--- config.mk ---
export PLATFORM = sky130hd
export DESIGN_NAME = countdown_timer_flat
export DESIGN_NICKNAME = d
export VERILOG_FILES = /design/src/rtl/countdown_timer_if.sv /design/src/rtl/countdown_timer.sv /design/src/flat_wrapper.sv
export SDC_FILE = /design/constraint.sdc
export NUM_CORES = 1
export LEC_CHECK = 0
export ABC_AREA = 1
export BUFFER_PORTS_ARGS = -buffer_cell sky130_fd_sc_hd__buf_2
export CAP_MARGIN = 20
export CORE_MARGIN = 2
export CORE_UTILIZATION = 56
export CTS_CLUSTER_DIAMETER = 60
export CTS_CLUSTER_SIZE = 14
export DETAILED_ROUTE_END_ITERATION = 8
export GPL_TIMING_DRIVEN = 0
export PLACE_DENSITY = 0.79
export SLEW_MARGIN = 0
export SYNTH_ARGS = -nofsm -noshare
export SYNTH_HDL_FRONTEND = slang
export SYNTH_SLANG_ARGS = --single-unit
--- constraint.sdc ---
create_clock -name clk -period 2.28 [get_ports clk]
set_clock_uncertainty 0.15 [all_clocks]
set_input_delay 0.114 -clock clk [delete_from_list [all_inputs] [get_ports clk]]
set_output_delay 0.114 -clock clk [all_outputs]
set_load 0.05 [all_outputs]
--- src/rtl/countdown_timer_if.sv ---
// Button and display bundle for the mm:ss countdown timer.
// The timer sits on the slave side; whoever presses buttons and reads the display is the master.
interface countdown_timer_if;
    logic [3:0]  btn_pedge;  // [0] start/pause, [1] sec+1, [2] min+1, [3] clear
    logic [15:0] value;      // {min10,min1,sec10,sec1} BCD
    logic        running;
    logic        alarm;

    modport master (output btn_pedge, input value, input running, input alarm);
    modport slave  (input btn_pedge, output value, output running, output alarm);
endinterface

--- src/rtl/countdown_timer.sv ---
// Loadable mm:ss countdown (cook) timer with alarm and automatic return to the preset.
// Buttons set minutes/seconds in SET. Start loads the preset and counts down one second per tick.
// 00:00 raises the alarm for ALARM_SEC seconds or until a button press, then restores the preset.
module countdown_timer #(
    parameter int TICK_DIV  = 100_000_000,
    parameter int ALARM_SEC = 10
) (
    input  logic clk,
    input  logic reset_n,
    countdown_timer_if.slave bus
);

    localparam int PW = (TICK_DIV > 1) ? $clog2(TICK_DIV) : 1;
    localparam int AW = $clog2(ALARM_SEC + 1);

    typedef enum logic [1:0] {S_SET, S_RUN, S_PAUSE, S_ALARM} state_t;

    state_t         state_q;
    logic [15:0]    value_q;
    logic [15:0]    preset_q;
    logic [PW-1:0]  presc_q;
    logic [AW-1:0]  asec_q;
    logic           running_q;
    logic           alarm_q;

    logic           tick;
    logic [PW-1:0]  presc_d;
    logic [15:0]    value_inc_d;
    logic [15:0]    value_dec_d;

    // Two-digit BCD increment over 00..59; 59 wraps to 00 with no carry out.
    function automatic logic [7:0] bcd59_inc(input logic [7:0] v);
        if (v == 8'h59)
            return 8'h00;
        else if (v[3:0] == 4'd9)
            return {v[7:4] + 4'd1, 4'd0};
        else
            return {v[7:4], v[3:0] + 4'd1};
    endfunction

    // mm:ss BCD decrement with borrows; only called on a non-zero value.
    function automatic logic [15:0] bcd_dec(input logic [15:0] v);
        logic [3:0] s1, s10, m1, m10;
        s1  = v[3:0];
        s10 = v[7:4];
        m1  = v[11:8];
        m10 = v[15:12];
        if (s1 != 4'd0) begin
            s1 = s1 - 4'd1;
        end else begin
            s1 = 4'd9;
            if (s10 != 4'd0) begin
                s10 = s10 - 4'd1;
            end else begin
                s10 = 4'd5;
                if (m1 != 4'd0) begin
                    m1 = m1 - 4'd1;
                end else begin
                    m1  = 4'd9;
                    m10 = m10 - 4'd1;
                end
            end
        end
        return {m10, m1, s10, s1};
    endfunction

    // Tick detection, prescaler advance and candidate display values.
    always_comb begin
        tick        = (presc_q == PW'(TICK_DIV - 1));
        presc_d     = tick ? '0 : presc_q + 1'b1;
        value_inc_d = {bus.btn_pedge[2] ? bcd59_inc(value_q[15:8]) : value_q[15:8],
                       bus.btn_pedge[1] ? bcd59_inc(value_q[7:0])  : value_q[7:0]};
        value_dec_d = bcd_dec(value_q);
    end

    // Timer FSM; running/alarm are registered alongside the state they mirror.
    always_ff @(posedge clk) begin
        if (!reset_n) begin
            state_q   <= S_SET;
            value_q   <= 16'h0000;
            preset_q  <= 16'h0000;
            presc_q   <= '0;
            asec_q    <= '0;
            running_q <= 1'b0;
            alarm_q   <= 1'b0;
        end else if (bus.btn_pedge[3]) begin
            state_q   <= S_SET;
            value_q   <= 16'h0000;
            preset_q  <= 16'h0000;
            presc_q   <= '0;
            asec_q    <= '0;
            running_q <= 1'b0;
            alarm_q   <= 1'b0;
        end else begin
            case (state_q)
                S_SET: begin
                    if (bus.btn_pedge[0] && (value_q != 16'h0000)) begin
                        // Increments pressed together with start are dropped.
                        preset_q  <= value_q;
                        presc_q   <= '0;
                        state_q   <= S_RUN;
                        running_q <= 1'b1;
                    end else begin
                        value_q <= value_inc_d;
                    end
                end
                S_RUN: begin
                    // Pause freezes the count, except that a tick landing on it is consumed.
                    if (!bus.btn_pedge[0] || tick)
                        presc_q <= presc_d;
                    if (tick) begin
                        value_q <= value_dec_d;
                    end
                    if (tick && (value_dec_d == 16'h0000)) begin
                        state_q   <= S_ALARM;
                        asec_q    <= '0;
                        running_q <= 1'b0;
                        alarm_q   <= 1'b1;
                    end else if (bus.btn_pedge[0]) begin
                        state_q   <= S_PAUSE;
                        running_q <= 1'b0;
                    end
                end
                S_PAUSE: begin
                    if (bus.btn_pedge[0]) begin
                        state_q   <= S_RUN;
                        running_q <= 1'b1;
                    end
                end
                S_ALARM: begin
                    presc_q <= presc_d;
                    if (tick)
                        asec_q <= asec_q + 1'b1;
                    if ((|bus.btn_pedge[2:0]) || (tick && (asec_q == AW'(ALARM_SEC - 1)))) begin
                        value_q <= preset_q;
                        state_q <= S_SET;
                        alarm_q <= 1'b0;
                    end
                end
                default: begin
                    state_q   <= S_SET;
                    value_q   <= 16'h0000;
                    running_q <= 1'b0;
                    alarm_q   <= 1'b0;
                end
            endcase
        end
    end

    assign bus.value   = value_q;
    assign bus.running = running_q;
    assign bus.alarm   = alarm_q;

endmodule

--- src/flat_wrapper.sv ---
// flat-port wrapper written by rule: the top's interface ports become plain ports
module countdown_timer_flat 
#(
    parameter int TICK_DIV  = 100_000_000,
    parameter int ALARM_SEC = 10
)
  (clk, reset_n, bus_btn_pedge, bus_value, bus_running, bus_alarm);
  countdown_timer_if bus_i ();
  input  logic clk;
  input  logic reset_n;
  input wire logic [$bits(bus_i.btn_pedge)-1:0] bus_btn_pedge;
  output wire logic [$bits(bus_i.value)-1:0] bus_value;
  output wire logic [$bits(bus_i.running)-1:0] bus_running;
  output wire logic [$bits(bus_i.alarm)-1:0] bus_alarm;
  assign bus_i.btn_pedge = bus_btn_pedge;
  assign bus_value = bus_i.value;
  assign bus_running = bus_i.running;
  assign bus_alarm = bus_i.alarm;
  countdown_timer #(.TICK_DIV(TICK_DIV), .ALARM_SEC(ALARM_SEC)) u_core (.clk(clk), .reset_n(reset_n), .bus(bus_i));
endmodule
==> impl_metrics.ini <==
[placement]
dpl.hpwl_mm = 8.81
gp_congestion = 0.971
place_ws_ns = -0.352
port_buffers = 23
dp_cells = 807
placed_cell_area_sq_um = 4640

[pwr]
p_per_area_nw_per_um2 = 716
power.internal_uw = 2280
p_clk_share_pct = 22.1
p_seq_share_pct = 33.0
irDropWorstVdd_mv = 0.491
p_sw_uw = 1640
switching_share_pct = 41.8
p_comb_share_pct = 44.9
p_leak_uw = 0.00226

[layout]
diodes = 0
layout-drive-gt1-share_pct = 26.1
final_nets = 779
synthToLayoutAreaGrowth_pct = 25.2
final_cell_area_sq_um = 5480
fillers = 625
fin_cells = 862

[clock_tree]
cts-root-buf = clkbuf_8
cts_sinks = 67
htree_levels = 3
clk_path_buf_depth = 2
clock_latency_ns = 0.35
ctsHoldBuffers = 0
tritoncts = yes
clk_pin_slew_ns = 0.07
numCtsBuffers = 9

[grt]
overflow = 0
antenna_found_initial = 0
grt_pass1_vias = 4607
grt_pass1_wl_mm = 20.5
grt_max_degree = 11
gr-usage-all-layers_pct = 29.8

[synthesis]
synth_top_area_share_pct = 30.6
ys_types = 40
synth.avg_cell_area_sq_um = 6.42
netlist_area_sq_um = 4380
synth_area_leaders = dfxtp_1 (31%), nand2_1 (12%), inv_1 (8.1%), nor2_1 (7.3%), a21oi_1 (6.7%)
ys_ff_latch = 67
yosys_warnings = 0
yosys.area.top_type = dfxtp_1
syn_nets = 705
yosysSeqAreaShare_pct = 30.6
synth_cells = 682

[sta]
fmax_mhz = 435
slew-limit-headroom_pct = 55.7
hold_viol = 0
period_share_pct = 101
rsz0062_at_grt = true
tightest_slew_ns = 0.664
setup_viol = 3
finalWorstSetupSlack_ns = -0.0170
finalMaxSlewViolations = 0
layout_min_cycle_time_ns = 2.30
whs_ns = 0.0808
setup_tns_ns = -0.0458

[routing]
wirelength_mm = 13.7
vias = 5064
routedWlPerCell_um = 15.9
route.detailed.drc = 0
drtPass1Iterations = 7
antenna_left = 0
drt_iter0_drc = 466
viasPerCell = 5.87

[die]
die_w_um = 92.4
start_util_pct = 57.2
rows = 32
core-area_sq_um = 7650
die_y_um = 92.4
dieArea_sq_um = 8540
io_pins = 24

[setup_path]
crit_arrival_ns = 2.39
critPathMaxFanout = 4
critPathLaunchType = flop
critPathKind = reg2reg
rrSetupSlack_ns = -0.02
critPathRequiredTime_ns = 2.37
cp-end-kind = flop

[min_path]
hp-class = in2reg

[job]
maxCapViolations = 0

[run_status]
failed_checks = negative setup slack
run_status = finished, violations left
metrics by stage:
step | total power, uW | util, %
5_1_grt | 4130 | 71.7
3_5_place_dp | 2550 | 60.7
6_report | 3920 | 71.7
4_1_cts | 3590 | 66.4
3_3_place_gp | 2510 | 60.7
2_1_floorplan | 2240 | -
worst paths after layout:
path / end / from / cells after the start
setup reg to reg: u_core.asec_q[0] / u_core.bus.value[0] / 15
hold / removal: u_core.bus.alarm / bus_btn_pedge[1] / 6
hold reg to reg: u_core.preset_q[2] / u_core.preset_q[2] / 2
setup / recovery: u_core.asec_q[0] / u_core.bus.value[0] / 15
cells in the mapped netlist, drive strengths merged:
master	number
clkinv	2
a21oi	59
a22oi	1
xnor2	4
o221ai	10
nand4	17
ha	17
xor2	10
nor4	5
nor3	15
nor3b	1
o31ai	1
or2	2
nand3	46
and3	1
clkbuf	10
nand2	144
nor2	94
dfxtp	67
o22ai	4
buf	12
o311ai	2
a211oi	1
a311oi	1
o21ai	54
o211ai	2
a21boi	2
inv	98
layout make-up:
cell class | count | area, sq um | area share, %
inverters | 100 | 393 | 7.17
clock buffers | 12 | 145 | 2.65
plain buffers | 21 | 130 | 2.37
flip-flops and latches | 67 | 1390 | 25.3
well taps | 102 | 128 | 2.33
repair buffers | 64 | 428 | 7.81
multi-input cells | 493 | 2860 | 52.1
clock inverters | 3 | 15.0 | 0.274
cell usage in the layout, fill, tap and decap left out, drive strengths merged:
master  count
a21boi      2
nand3      46
o311ai      2
dfxtp      67
a211oi      1
nor2       94
o221ai     10
o21ai      54
o22ai       4
or2         2
a21oi      59
nand2     144
and3        1
nor3       15
o211ai      2
inv        97
nand4      17
a311oi      1
clkinv      6
nor3b       1
clkbuf     23
buf        74
xnor2       4
o31ai       1
nor4        5
xor2       10
ha         17
a22oi       1
kinds of logic (layout without fill, tap and decap cells):
kind of cell    after synthesis  after routing  synth area share, %
flops                        67             67                 30.6
compound gates              137            137                 17.4
xor+xnor                     14             14                 2.80
fa+ha+maj                    17             17                 4.86
buf+inv                     122            200                 11.4
simple gates                325            325                 32.9
worst max-delay path: stages (launching register included):
cell and delay [ns]:
dfxtp_4 0.37, clkinv_4 0.06, ha_4 0.18, nand2_4 0.06, nor2_4 0.18, nor2_2 0.07, o21ai_2 0.24, nand2_1 0.12
nor2_2 0.15, nand2_1 0.07, nor2_1 0.13, nand3_2 0.12, nand2_2 0.11, inv_2 0.04, nor2_1 0.07, nor2_1 0.05
per-layer routing:
| layer | vias to the layer above | track usage [%] | part of all wire (%) |
|---|---|---|---|
| li1 | 2385 | - | - |
| met1 | 2300 | 33.7 | 37 |
| met2 | 302 | 54.0 | 49 |
| met3 | 77 | 5.29 | 8.8 |
| met4 | 0 | 14.1 | 4.5 |
| met5 | - | 0 | 0 |
registers in the layout (all words and copies together) (netlist names):
signal	count
u_core.state_q	2
u_core.bus.value	16
u_core.preset_q	16
u_core.bus.running	1
u_core.asec_q	4
u_core.bus.alarm	1
u_core.presc_q	27
power groups by stage:
stage	clock network (uW)	registers [uW]	logic [uW]
after floorplan	0	1390	853
after global placement	0	1310	1200
after detailed placement	0	1320	1240
after CTS	875	1290	1420
after global routing	935	1300	1890
final	867	1290	1760
what timing repair did:
action,4_1_cts,5_1_grt
gates cloned,1,0
resized for setup,49,73
pin swaps,17,33
buffers inserted,16,24
setup endpoints to repair,67,52
hold endpoints to repair,0,0
(Power assumes the default switching activity.)
